--- src/rtl/controller_pkg.sv ---
// Types and constants shared across the controller's UART command path.
package controller_pkg;

  localparam int BYTE_BITS = 8;

  typedef enum logic {
    IDLE    = 1'b0,
    COLLECT = 1'b1
  } packer_state_t;

endpackage

--- src/rtl/sync_fifo.sv ---
// Synchronous first-word-fall-through FIFO; a push into a full FIFO is accepted
// when a pop happens on the same edge.
module sync_fifo #(
  parameter int WIDTH = 32,
  parameter int DEPTH = 4
) (
  input  logic             clk,
  input  logic             rst_n,
  input  logic             push,
  input  logic [WIDTH-1:0] din,
  input  logic             pop,
  output logic [WIDTH-1:0] dout,
  output logic             full,
  output logic             empty
);

  localparam int AW = $clog2(DEPTH);

  logic [WIDTH-1:0] mem [DEPTH];
  logic [AW:0]      wr_ptr;
  logic [AW:0]      rd_ptr;
  logic             do_push;
  logic             do_pop;

  assign empty   = (wr_ptr == rd_ptr);
  assign full    = (wr_ptr[AW] != rd_ptr[AW]) && (wr_ptr[AW-1:0] == rd_ptr[AW-1:0]);
  assign do_pop  = pop && !empty;
  assign do_push = push && (!full || do_pop);
  // Head is forced to zero while empty so the output never shows stale data.
  assign dout    = empty ? '0 : mem[rd_ptr[AW-1:0]];

  always_ff @(posedge clk) begin
    if (!rst_n) begin
      wr_ptr <= '0;
      rd_ptr <= '0;
    end else begin
      if (do_push) begin
        mem[wr_ptr[AW-1:0]] <= din;
        wr_ptr              <= wr_ptr + 1'b1;
      end
      if (do_pop) begin
        rd_ptr <= rd_ptr + 1'b1;
      end
    end
  end

endmodule

--- src/rtl/uart_word_packer.sv ---
// Packs UART bytes into big-endian words and buffers them in a FWFT FIFO.
// Optional inter-byte timeout discard: define UART_WORD_PACKER_TIMEOUT_EN.
//
//   state   | meaning
//   IDLE    | no bytes of the current word held
//   COLLECT | 1 .. WORD_SIZE_BY-1 bytes of the current word held
module uart_word_packer
  import controller_pkg::*;
#(
  parameter int WORD_SIZE_BY   = 4,
  parameter int FIFO_DEPTH     = 4,
  parameter int TIMEOUT_CYCLES = 1000
) (
  input  logic                            clk,
  input  logic                            rst_n,
  input  logic                            byte_valid_i,
  input  logic [BYTE_BITS-1:0]            byte_data_i,
  input  logic                            byte_break_i,
  output logic                            word_valid_o,
  input  logic                            word_ready_i,
  output logic [BYTE_BITS*WORD_SIZE_BY-1:0] word_data_o,
  output logic                            overflow_o,
  output logic                            timeout_o
);

  localparam int W     = BYTE_BITS * WORD_SIZE_BY;
  localparam int CNT_W = $clog2(WORD_SIZE_BY);
  localparam logic [CNT_W-1:0] LAST_IDX = CNT_W'(WORD_SIZE_BY - 1);

  packer_state_t    state;
  logic [CNT_W-1:0] byte_cnt;
  logic [W-1:0]     shreg;
  logic [W-1:0]     shreg_next;
  logic             word_push;
  logic             word_pop;
  logic             fifo_full;
  logic             fifo_empty;

  // A new word starts from a clean register so no stale bytes linger.
  assign shreg_next = (state == IDLE) ? W'(byte_data_i)
                                      : {shreg[W-BYTE_BITS-1:0], byte_data_i};
  assign word_push  = byte_valid_i && !byte_break_i && (byte_cnt == LAST_IDX);
  assign word_pop   = word_valid_o && word_ready_i;
  assign word_valid_o = !fifo_empty;

`ifdef UART_WORD_PACKER_TIMEOUT_EN
  localparam int TMR_W = (TIMEOUT_CYCLES > 1) ? $clog2(TIMEOUT_CYCLES) : 1;
  localparam logic [TMR_W-1:0] TMR_LOAD = TMR_W'(TIMEOUT_CYCLES - 1);

  logic [TMR_W-1:0] idle_cnt;
`else
  // No timer in this build; the partial word waits for completion or break.
  assign timeout_o = (TIMEOUT_CYCLES < 0);
`endif

  always_ff @(posedge clk) begin
    if (!rst_n) begin
      state      <= IDLE;
      byte_cnt   <= '0;
      shreg      <= '0;
      overflow_o <= 1'b0;
`ifdef UART_WORD_PACKER_TIMEOUT_EN
      idle_cnt   <= '0;
      timeout_o  <= 1'b0;
`endif
    end else begin
`ifdef UART_WORD_PACKER_TIMEOUT_EN
      timeout_o <= 1'b0;
`endif
      if (word_push && fifo_full && !word_pop) begin
        overflow_o <= 1'b1;
      end
      if (byte_break_i) begin
        state    <= IDLE;
        byte_cnt <= '0;
        shreg    <= '0;
`ifdef UART_WORD_PACKER_TIMEOUT_EN
        idle_cnt <= '0;
`endif
      end else if (byte_valid_i) begin
        shreg <= shreg_next;
        if (byte_cnt == LAST_IDX) begin
          state    <= IDLE;
          byte_cnt <= '0;
`ifdef UART_WORD_PACKER_TIMEOUT_EN
          idle_cnt <= '0;
`endif
        end else begin
          state    <= COLLECT;
          byte_cnt <= byte_cnt + 1'b1;
`ifdef UART_WORD_PACKER_TIMEOUT_EN
          idle_cnt <= TMR_LOAD;
`endif
        end
      end
`ifdef UART_WORD_PACKER_TIMEOUT_EN
      // Down-counter expires on the idle cycle that finds it at zero.
      else if (state == COLLECT) begin
        if (idle_cnt == '0) begin
          state     <= IDLE;
          byte_cnt  <= '0;
          shreg     <= '0;
          timeout_o <= 1'b1;
        end else begin
          idle_cnt <= idle_cnt - 1'b1;
        end
      end
`endif
    end
  end

  sync_fifo #(
    .WIDTH (W),
    .DEPTH (FIFO_DEPTH)
  ) u_fifo (
    .clk   (clk),
    .rst_n (rst_n),
    .push  (word_push),
    .din   (shreg_next),
    .pop   (word_pop),
    .dout  (word_data_o),
    .full  (fifo_full),
    .empty (fifo_empty)
  );

endmodule

--- config.mk ---
export PLATFORM = sky130hd
export DESIGN_NAME = uart_word_packer
export DESIGN_NICKNAME = d
export VERILOG_FILES = /design/src/rtl/controller_pkg.sv /design/src/rtl/sync_fifo.sv /design/src/rtl/uart_word_packer.sv
export SDC_FILE = /design/constraint.sdc
export NUM_CORES = 1
export LEC_CHECK = 0
export BUFFER_PORTS_ARGS = -buffer_cell sky130_fd_sc_hd__buf_2
export CAP_MARGIN = 30
export CELL_PAD_IN_SITES_DETAIL_PLACEMENT = 0
export CELL_PAD_IN_SITES_GLOBAL_PLACEMENT = 1
export CORE_UTILIZATION = 55
export CTS_CLUSTER_DIAMETER = 30
export DETAILED_ROUTE_END_ITERATION = 8
export MAX_ROUTING_LAYER = met4
export PLACE_DENSITY_LB_ADDON = 0.3
export SLEW_MARGIN = 15
export SYNTH_ARGS = -nofsm -noshare
export SYNTH_HDL_FRONTEND = slang
export SYNTH_SLANG_ARGS = --single-unit
--- constraint.sdc ---
create_clock -name clk -period 5.8 [get_ports clk]
set_input_delay 1.16 -clock clk [delete_from_list [all_inputs] [get_ports clk]]
set_output_delay 1.16 -clock clk [all_outputs]
set_load 0.005 [all_outputs]
After elaboration in Yosys (flattened, before gate mapping)
Memories as Yosys holds them, arrays and structs flattened. A register that Yosys moved wholly into a read port is not among the register bits.
Index checks and enable logic that the tools add are counted.
{ "classes": {"n_div": 0, "n_reduce_logical": 14, "shift": 0, "multipliers": 0, "eq_ne": 4, "n_mux": 9, "add_sub_neg": 3, "bitwise_logic": 1, "magnitude_cmp": 0} }
{ "op_table": {"columns": ["operator", "count"], "rows": [
  ["$mux 32", 2],
  ["$logic_and 1x1->1", 8],
  ["$add 3x1->3 const B", 2],
  ["$mux 2", 3],
  ["$logic_not 1->1", 4],
  ["$mux 1", 4],
  ["$eq 3x3->1", 1],
  ["$add 2x1->2 const B", 1],
  ["$eq 2x2->1", 1],
  ["$eq 2x2->1 const B", 1],
  ["$reduce_or 2->1", 1],
  ["$logic_or 1x1->1", 1],
  ["$ne 1x1->1", 1],
  ["$not 1->1", 1]
]} }
{ "totals": {"output_inout_bits": 35, "reg_bits": 34, "latch_bits": 0, "elab_cells": 38, "rom_bits": 0, "memories": 1, "inputBits": 13, "ramBits": 128} }
{ "mem_list": {"columns": ["memory", "depth", "word_bits", "read_ports", "rd_ports_with_merged_regs", "write_ports", "line", "text"], "rows": [
  ["u_fifo.mem", 4, 32, 1, 1, 1, "sync_fifo.sv:19", "logic [WIDTH-1:0] mem [DEPTH];"]
]} }

Logic depth before layout (Yosys ltp)
Gate-level depths: netlist of run 1.
{ "depth": {"ltp_word": 9, "depth_mapped": 5, "depth_no_buf": 5} }

Cells and area by module
A second synthesis of run 1 with hierarchy kept.
{ "hier_totals": {"cells_unflattened": 403, "area_unflattened_um2": 6607.6} }
{ "modules_own_cells": {"columns": ["mod", "seq_area_each_um2", "area_per_inst_um2", "n_inst", "cells_per_inst"], "rows": [
  ["sync_fifo", 4003.8, 5336.4, 1, 257],
  ["uart_word_packer", 560.5, 1271.2, 1, 146]
]} }

Least setup slack after synthesis of run 1
OpenSTA, ideal clock, no wires.
{ "synth_timing": {"path_type": "input port to flip-flop", "start": "input port byte_break_i", "end": "memory u_fifo.mem[3][0], enable pin", "path_buffers": 0, "required_time_ns": 5.339, "cell_stages": 3, "setup_time_ns": 0.461, "t_arrival_ns": 3.758, "slack_ns": 1.581, "cell_sequence": "and3b_1 -> o41ai_4 -> nor3_1"} }
{ "synth_via": {"elab_chain_len": 7} }
{ "synth_rtl": {"columns": ["element", "line", "text"], "rows": [
  ["start: declaration", "uart_word_packer.sv:18", "input logic byte_break_i,"],
  ["$logic_not 1->1", "uart_word_packer.sv:42", "assign word_push = byte_valid_i && !byte_break_i && (byte_cnt == LAST_IDX);"],
  ["$logic_and 1x1->1 (2 in a row)", "uart_word_packer.sv:42", null],
  ["$logic_and 1x1->1", "sync_fifo.sv:28", "assign do_push = push && (!full || do_pop);"],
  ["$mux 1", "sync_fifo.sv:37", "if (do_push) begin"],
  ["$mux 1", "sync_fifo.sv:33", "if (!rst_n) begin"],
  ["$mux 1 (not written as such)", "sync_fifo.sv:38", "mem[wr_ptr[AW-1:0]] <= din;"],
  ["end: declaration", "sync_fifo.sv:19", null]
]} }
Every way passes these cells.

Final worst setup path of run 1
{ "layout_timing": {"start": "register u_fifo.wr_ptr[1]", "end": "output port word_data_o[15]"} }
{ "layout_via": {"elab_chain_len": 2} }
{ "layout_rtl": {"columns": ["element", "line", "text"], "rows": [
  ["start: declaration", "sync_fifo.sv:20", "logic [AW:0] wr_ptr;"],
  ["start signal: assignment", "sync_fifo.sv:39", "wr_ptr <= wr_ptr + 1'b1;"],
  ["$eq 3x3->1", "sync_fifo.sv:25", "assign empty = (wr_ptr == rd_ptr);"],
  ["$mux 32", "sync_fifo.sv:30", "assign dout = empty ? '0 : mem[rd_ptr[AW-1:0]];"],
  ["end: declaration", "uart_word_packer.sv:21", "output logic [BYTE_BITS*WORD_SIZE_BY-1:0] word_data_o,"]
]} }
Every way passes these cells.

==> results.sh, run 1 <==
export IMPL_rsz0062_at_grt="false"
export IMPL_holdCritStartpoint="shreg[9]"
export IMPL_max_clock_freq_ghz=0.294
export IMPL_grt_pass1_wl_um=16800
export IMPL_final_max_slew_viol_count=0
export IMPL_ys_flop_type="edfxtp_1"
export IMPL_place_detailed_hpwl_um=6230
export IMPL_cellLeakagePower_nw=2.61
export IMPL_cts_root_buf="clkbuf_16"
export IMPL_num_rows=39
export IMPL_synth_net_count=390
export IMPL_register_area_um2=4570
export IMPL_vias=3165
export IMPL_max_cap_viol_count=0
export IMPL_hold_class="reg -> reg"
export IMPL_top_usage_layer="met2"
export IMPL_core_area_um2=11400
export IMPL_port_buffer_count=46
export IMPL_ys_ff_latch=164
export IMPL_clk_latency_ns=0.41
export IMPL_drive_gt1_share_pct=27.2
export IMPL_yosys_warnings=0
export IMPL_status="complete, no violations"
export IMPL_max_clock_path_buffers=2
export IMPL_placed_cell_area_um2=6830
export IMPL_cts_buffers=17
export IMPL_track_usage_pct=20.1
export IMPL_syn_inst=371
export IMPL_path_clk_slew_ns=0.06
export IMPL_fin_setup_tns_ns=0
export IMPL_critPathMaxStageDelay_ns=0.61
export IMPL_critPathSlowestCell="nor3_4"
export IMPL_fin_skew_ns=0.00955
export IMPL_gp_congestion=0.724
export IMPL_grtUsageMet2_pct=32.1
export IMPL_synth_common_cells="edfxtp_1 (128), dfxtp_1 (36), nor2_1 (35)"
export IMPL_p_per_area_nw_per_um2=323
export IMPL_dieArea_um2=12100
export IMPL_post_cts_repair_setup_buffers=0
export IMPL_crit_arrival_ns=2.24
export IMPL_vdd_drop_max_mv=0.206
export IMPL_cts_hold_buf=0
export IMPL_cts_tree="done"
export IMPL_start_kind="flip-flop"
export IMPL_htreeDepth=4
export IMPL_die_w_um=110
export IMPL_grt_antenna_before_repair=0
export IMPL_ant_nets=0
export IMPL_end_kind="output pin"
export IMPL_first_pass_iters=4
export IMPL_synth_edf_count=128
export IMPL_antenna_cells=0
export IMPL_yosysMostFrequentCell="edfxtp_1"
export IMPL_nFillCells=828
export IMPL_syn_area_per_cell_um2=17.3
export IMPL_slew_limit_headroom_pct=44.1
export IMPL_rr_startpoint="u_fifo.wr_ptr[0]"
export IMPL_tightest_slew_ns=0.838
export IMPL_synth_area_um2=6430
export IMPL_hold_viol=0
export IMPL_drt_iter0_markers=166
export IMPL_crit_chain="xor2_2 > nor3_4 > buf_4 > nor2b_1 > buf_2"
export IMPL_area_growth_pct=15.5
export IMPL_required_ns=4.64
export IMPL_synthTopCellsByArea="edfxtp_1 (60%), dfxtp_1 (11%), mux4_2 (11%), mux2i_1 (4.2%), nor2b_1 (3.1%)"
export IMPL_path_class="reg -> out"
export IMPL_cts_sinks=164
export IMPL_grt_max_degree=33
export IMPL_critPathBufInv=2
export IMPL_vias_per_cell=5.45
export IMPL_overflow=0
export IMPL_post_route_util_pct=65.0
export IMPL_met3_usage_pct=4.59
export IMPL_setup_violations=0
export IMPL_nets=444
export IMPL_design_area_um2=7430
export IMPL_post_route_period_util_pct=58.6
export IMPL_dieHeight_um=110
export IMPL_path_max_fanout=20
export IMPL_synth_top_area_cell="edfxtp_1"
export IMPL_async_reset_ff_share_pct=0
export IMPL_period_minus_slack_ns=3.40
export IMPL_crit_path_start="u_fifo.wr_ptr[1]"
export IMPL_drt_wl_total_um=10700
export IMPL_grt_met1_usage_pct=26.0
export IMPL_synth_distinct_cells=32
export IMPL_multi_input_area_um2=1770
export IMPL_post_drt_wl_per_cell_um=18.5
export IMPL_drc=0
export IMPL_synth_seq_area_share_pct=71.0
export IMPL_grt_pass1_vias=3162
export IMPL_pin_count=48
export IMPL_critPathTopFamily="simple AND/OR/NAND/NOR gates"
export IMPL_synth_top_area_share_pct=59.8
export IMPL_ctsResizeCount=0
export IMPL_start_util_pct=56.3
==> logic make-up (layout without fill, tap and decap cells) <==
kind of cell	count (synthesis)	count (layout)	synth area share, %
flip-flops	164	164	71.0
AND/OR/NAND/NOR	102	102	8.58
multiplexers	59	59	15.4
buffers and inverters	24	91	1.60
AO/OA/AOI/OAI	8	8	1.11
XOR/XNOR	7	7	1.07
adder cells (fa/ha/maj)	6	6	1.17
other	1	1	0.0583
==> per-stage QoR <==
stage	power, mW	cells	hold WS [ns]	worst slack (ns)
finish	2.40	581	0.483	2.40
global route	2.47	581	0.514	2.19
CTS	2.42	581	0.489	2.33
detailed placement	1.31	549	0.472	2.38
global placement	1.31	548	0.464	2.41
floorplan	1.30	371	0.452	1.58
==> cells in the final DEF, fill, tap and decap left out, types with 2 or more instances in the layout <==
master | synthesis | final
nor2_1 | 35 | 35
xor2_1 | 4 | 4
inv_1 | 4 | 4
mux4_2 | 32 | 32
bufinv_16 | 0 | 3
clkinv_4 | 0 | 2
clkinvlp_4 | 0 | 3
xnor2_1 | 2 | 2
inv_6 | 0 | 2
and2_1 | 27 | 27
edfxtp_1 | 128 | 128
clkbuf_16 | 0 | 17
o21ai_0 | 2 | 2
nor2b_1 | 32 | 32
ha_1 | 6 | 6
clkbuf_1 | 9 | 4
mux2i_1 | 27 | 27
a21oi_1 | 2 | 2
buf_4 | 1 | 7
buf_2 | 7 | 46
dfxtp_1 | 36 | 35
==> tightest hold or removal path, delay by kind of cell (launching register included) <==
kind | cells | cell delay (ns)
AND/OR/NAND/NOR | 1 | 0.07
flip-flops | 1 | 0.32
multiplexers | 1 | 0.06
==> worst paths after layout <==
path,end,slack [ns],cells after the start
worst max-delay path,word_data_o[15],2.40,5
worst min-delay path,shreg[9],0.48,2
worst max register to register,u_fifo.mem[2][11],3.58,5
worst min register to register,shreg[9],0.48,2
==> cell type report <==
class | count | share of cell area, %
sequential | 164 | 61.5
clock inverter | 11 | 2.06
timing repair buffer | 54 | 4.01
multi-input combinational | 183 | 23.9
tap | 143 | 2.41
clock buffer | 21 | 5.93
inverter | 5 | 0.253
==> routing by layer <==
metal / part of all wire (%) / vias to the layer above
met3: 4.1 / 9
met5: 0 / -
met4: 0.91 / 0
li1: - / 1493
met1: 46 / 1587
met2: 49 / 76
==> power by group <==
group	switching [mW]	internal [mW]
combinational	0.0181	0.0119
sequential	0.00328	1.26
clock	0.428	0.680
==> flip-flops by register name (all words and copies together), names as in the netlist, named ones only <==
| signal | count |
|---|---|
| u_fifo.rd_ptr | 3 |
| u_fifo.mem | 128 |
| overflow_o | 1 |
| byte_cnt | 2 |
| state | 1 |
| u_fifo.wr_ptr | 3 |
| shreg | 24 |
Note: power is estimated with default switching activity, not from simulation.
==> inputs of run 2 (changes only) <==
--- a/config.mk
+++ b/config.mk
@@ -5,11 +5,12 @@
 export SDC_FILE = /design/constraint.sdc
 export NUM_CORES = 1
 export LEC_CHECK = 0
+export ABC_AREA = 1
 export BUFFER_PORTS_ARGS = -buffer_cell sky130_fd_sc_hd__buf_2
 export CAP_MARGIN = 30
 export CELL_PAD_IN_SITES_DETAIL_PLACEMENT = 0
 export CELL_PAD_IN_SITES_GLOBAL_PLACEMENT = 1
-export CORE_UTILIZATION = 55
+export CORE_UTILIZATION = 44
 export CTS_CLUSTER_DIAMETER = 30
 export DETAILED_ROUTE_END_ITERATION = 8
 export MAX_ROUTING_LAYER = met4
==> constraint.sdc (replaced) <==
create_clock -name clk -period 2.89 [get_ports clk]
set_input_delay 0.578 -clock clk [delete_from_list [all_inputs] [get_ports clk]]
set_output_delay 0.578 -clock clk [all_outputs]
set_load 0.005 [all_outputs]
==> run 2 against run 1 <==
The run now ends with design-rule violations left. Final cell count is 39% higher. Critical path depth grew 3. Die area increased by 29%. Setup slack got worse by 2.0 ns. Sequential power increased by 100%. Clock skew is 0.0012 ns lower. Via count grew 30%. Final area grew 2.8%. Power grew 100%. Hold slack lost 0.081 ns. Largest cell class unchanged. Largest power group unchanged.
==> results.sh, run 2 <==
export IMPL_status="complete, but fails checks"
export IMPL_violations="design-rule violations"
export IMPL_hold_class="in -> reg"
export IMPL_crit_top_cell="nand2_1"
export IMPL_ctsResizeCount=0
export IMPL_final_max_slew_viol_count=0
export IMPL_fin_skew_ns=0.00835
export IMPL_largest_register_ffs=128
export IMPL_cts_tree="done"
export IMPL_synth_common_cells="edfxtp_1 (128), nand2_1 (89), inv_1 (66)"
export IMPL_syn_inst=569
export IMPL_period_minus_slack_ns=2.44
export IMPL_max_clock_path_buffers=2
export IMPL_cts_hold_buf=0
export IMPL_pin_count=48
export IMPL_synth_seq_area_share_pct=68.5
export IMPL_cellLeakagePower_nw=3.31
export IMPL_synth_distinct_cells=29
export IMPL_synth_edf_count=128
export IMPL_final_common_cell="edfxtp_1"
export IMPL_first_pass_iters=7
export IMPL_end_kind="output pin"
export IMPL_ys_ff_latch=164
export IMPL_gp_congestion=0.698
export IMPL_htreeDepth=4
export IMPL_drc=11
export IMPL_dpl_cell_count=777
export IMPL_synth_net_count=588
export IMPL_ant_nets=0
export IMPL_critPathSlowestCell="dfxtp_1"
export IMPL_overflow=0
export IMPL_clk_latency_ns=0.42
export IMPL_grt_max_degree=65
export IMPL_nets=631
export IMPL_grt_pass1_wl_um=20900
export IMPL_placed_cell_area_um2=7060
export IMPL_max_cap_viol_count=0
export IMPL_synth_area_um2=6660
export IMPL_start_kind="flip-flop"
export IMPL_track_usage_pct=18.2
export IMPL_num_rows=44
export IMPL_grt_met1_usage_pct=22.4
export IMPL_post_drt_wl_per_cell_um=15.7
export IMPL_syn_area_per_cell_um2=11.7
export IMPL_core_area_um2=14600
export IMPL_path_clk_slew_ns=0.06
export IMPL_die_w_um=125
export IMPL_vdd_drop_max_mv=0.305
export IMPL_antenna_cells=0
export IMPL_port_buffer_count=46
export IMPL_setup_violations=0
export IMPL_critPathMaxStageDelay_ns=0.41
export IMPL_drt_wl_total_um=12700
export IMPL_post_cts_repair_setup_buffers=0
export IMPL_path_class="reg -> out"
export IMPL_final_cell_mix="edfxtp_1 (128), nand2_1 (89), inv_1 (66), o21ai_0 (48), buf_2 (46)"
export IMPL_vias_per_cell=5.09
export IMPL_crit_arrival_ns=1.86
export IMPL_async_reset_ff_share_pct=0
export IMPL_p_per_area_nw_per_um2=634
export IMPL_synthTopCellsByArea="edfxtp_1 (58%), dfxtp_1 (11%), nand2_1 (5.0%), mux2i_1 (4.8%), inv_1 (3.7%)"
export IMPL_slew_limit_headroom_pct=56.6
export IMPL_crit_chain="inv_1 > nand2_1 > nand2_1 > nor2_4 > nand2_4 > nand2_1 > inv_1 > buf_2"
export IMPL_synth_top_area_cell="edfxtp_1"
export IMPL_nFillCells=1277
export IMPL_post_route_period_util_pct=84.5
export IMPL_drt_iter0_markers=298
export IMPL_grtUsageMet2_pct=29.0
export IMPL_start_util_pct=45.5
export IMPL_ys_flop_type="edfxtp_1"
export IMPL_grt_antenna_before_repair=0
export IMPL_path_max_fanout=37
export IMPL_required_ns=2.31
export IMPL_cts_root_buf="clkbuf_16"
export IMPL_rsz0062_at_grt="false"
export IMPL_tightest_slew_ns=0.650
export IMPL_max_clock_freq_ghz=0.410
export IMPL_cts_buffers=17
export IMPL_yosys_warnings=0
export IMPL_design_area_um2=7630
export IMPL_yosysMostFrequentCell="edfxtp_1"
export IMPL_cts_sinks=164
export IMPL_synth_top_area_share_pct=57.7
export IMPL_drive_gt1_share_pct=16.5
export IMPL_post_layout_nonfiller_instances=809
export IMPL_vias=4116
export IMPL_dieArea_um2=15600
export IMPL_dieHeight_um=125
export IMPL_area_growth_pct=14.7
export IMPL_top_usage_layer="met2"
export IMPL_grt_pass1_vias=4089
export IMPL_hold_viol=0
export IMPL_met3_usage_pct=4.02
export IMPL_place_detailed_hpwl_um=7220
## run 2: cell count changes in the layout (fill, tap and decap cells not counted), sizes merged, moves of 8 or more
cell and delta:
inv +65, nand2 +93, o21ai +46, mux4 -32
nor2b -32, a21oi +29, and2 -27, clkinv +8
o22ai +32, nor2 +11
## run 2: kinds of logic after synthesis
logic type,share of synthesized area [%]
AOI/OAI and AO/OA,9.15
other,0.0563
muxes,4.81
buffers and inverters,6.84
adders and majority gates,1.13
DFF,68.5
and+or+nand+nor,9.21
xor gates and xnor gates,0.263
## run 2: report_power, final
group / total (mW) / switching, mW / internal (mW)
sequential: 2.54 / 0.0110 / 2.53
combinational: 0.133 / 0.0917 / 0.0418
clock: 2.16 / 0.833 / 1.33
total: 4.84 / 0.936 / 3.90
## run 2: critical path, delay by kind of cell, from the launching register on
kind | cells | cell delay, ns
flops | 1 | 0.41
simple gates | 5 | 0.74
buf+inv | 3 | 0.29
## run 2: routing by layer
layer  vias to the layer above  wire length, um
li1                       2029                -
met1                      1992             5720
met2                        72             6200
met3                        23              509
met4                         0              243
met5                         -                0
## run 2: final timing paths
path                    start          endpoint  slack (ns)  cells after the start
max          u_fifo.wr_ptr[0]   word_data_o[25]        0.45                      8
min            byte_data_i[2]  u_fifo.mem[1][2]        0.40                      1
max reg2reg       byte_cnt[0]  u_fifo.mem[0][7]        0.81                      6
min reg2reg        overflow_o        overflow_o        0.46                      2
## run 2: layout make-up
cell class | count | area (um^2) | share of cell area [%]
repair buffers | 55 | 348 | 4.56
clock inverters | 15 | 145 | 1.90
inverters | 72 | 270 | 3.54
clock buffers | 17 | 425 | 5.57
well taps | 184 | 230 | 3.02
multi-input cells | 302 | 1650 | 21.6
flip-flops and latches | 164 | 4570 | 59.8
## run 2: through the flow
stage | TNS, ns | utilization [%] | hold WS, ns | total power, mW | setup slack, ns
floorplan | -5.55 | - | 0.441 | 2.68 | -0.0434
global placement | 0 | 48.2 | 0.444 | 2.72 | 0.734
detailed placement | 0 | 48.2 | 0.447 | 2.73 | 0.670
CTS | 0 | 52.1 | 0.380 | 4.88 | 0.387
global route | 0 | 52.1 | 0.387 | 5.00 | 0.230
finish | 0 | 52.1 | 0.402 | 4.84 | 0.449
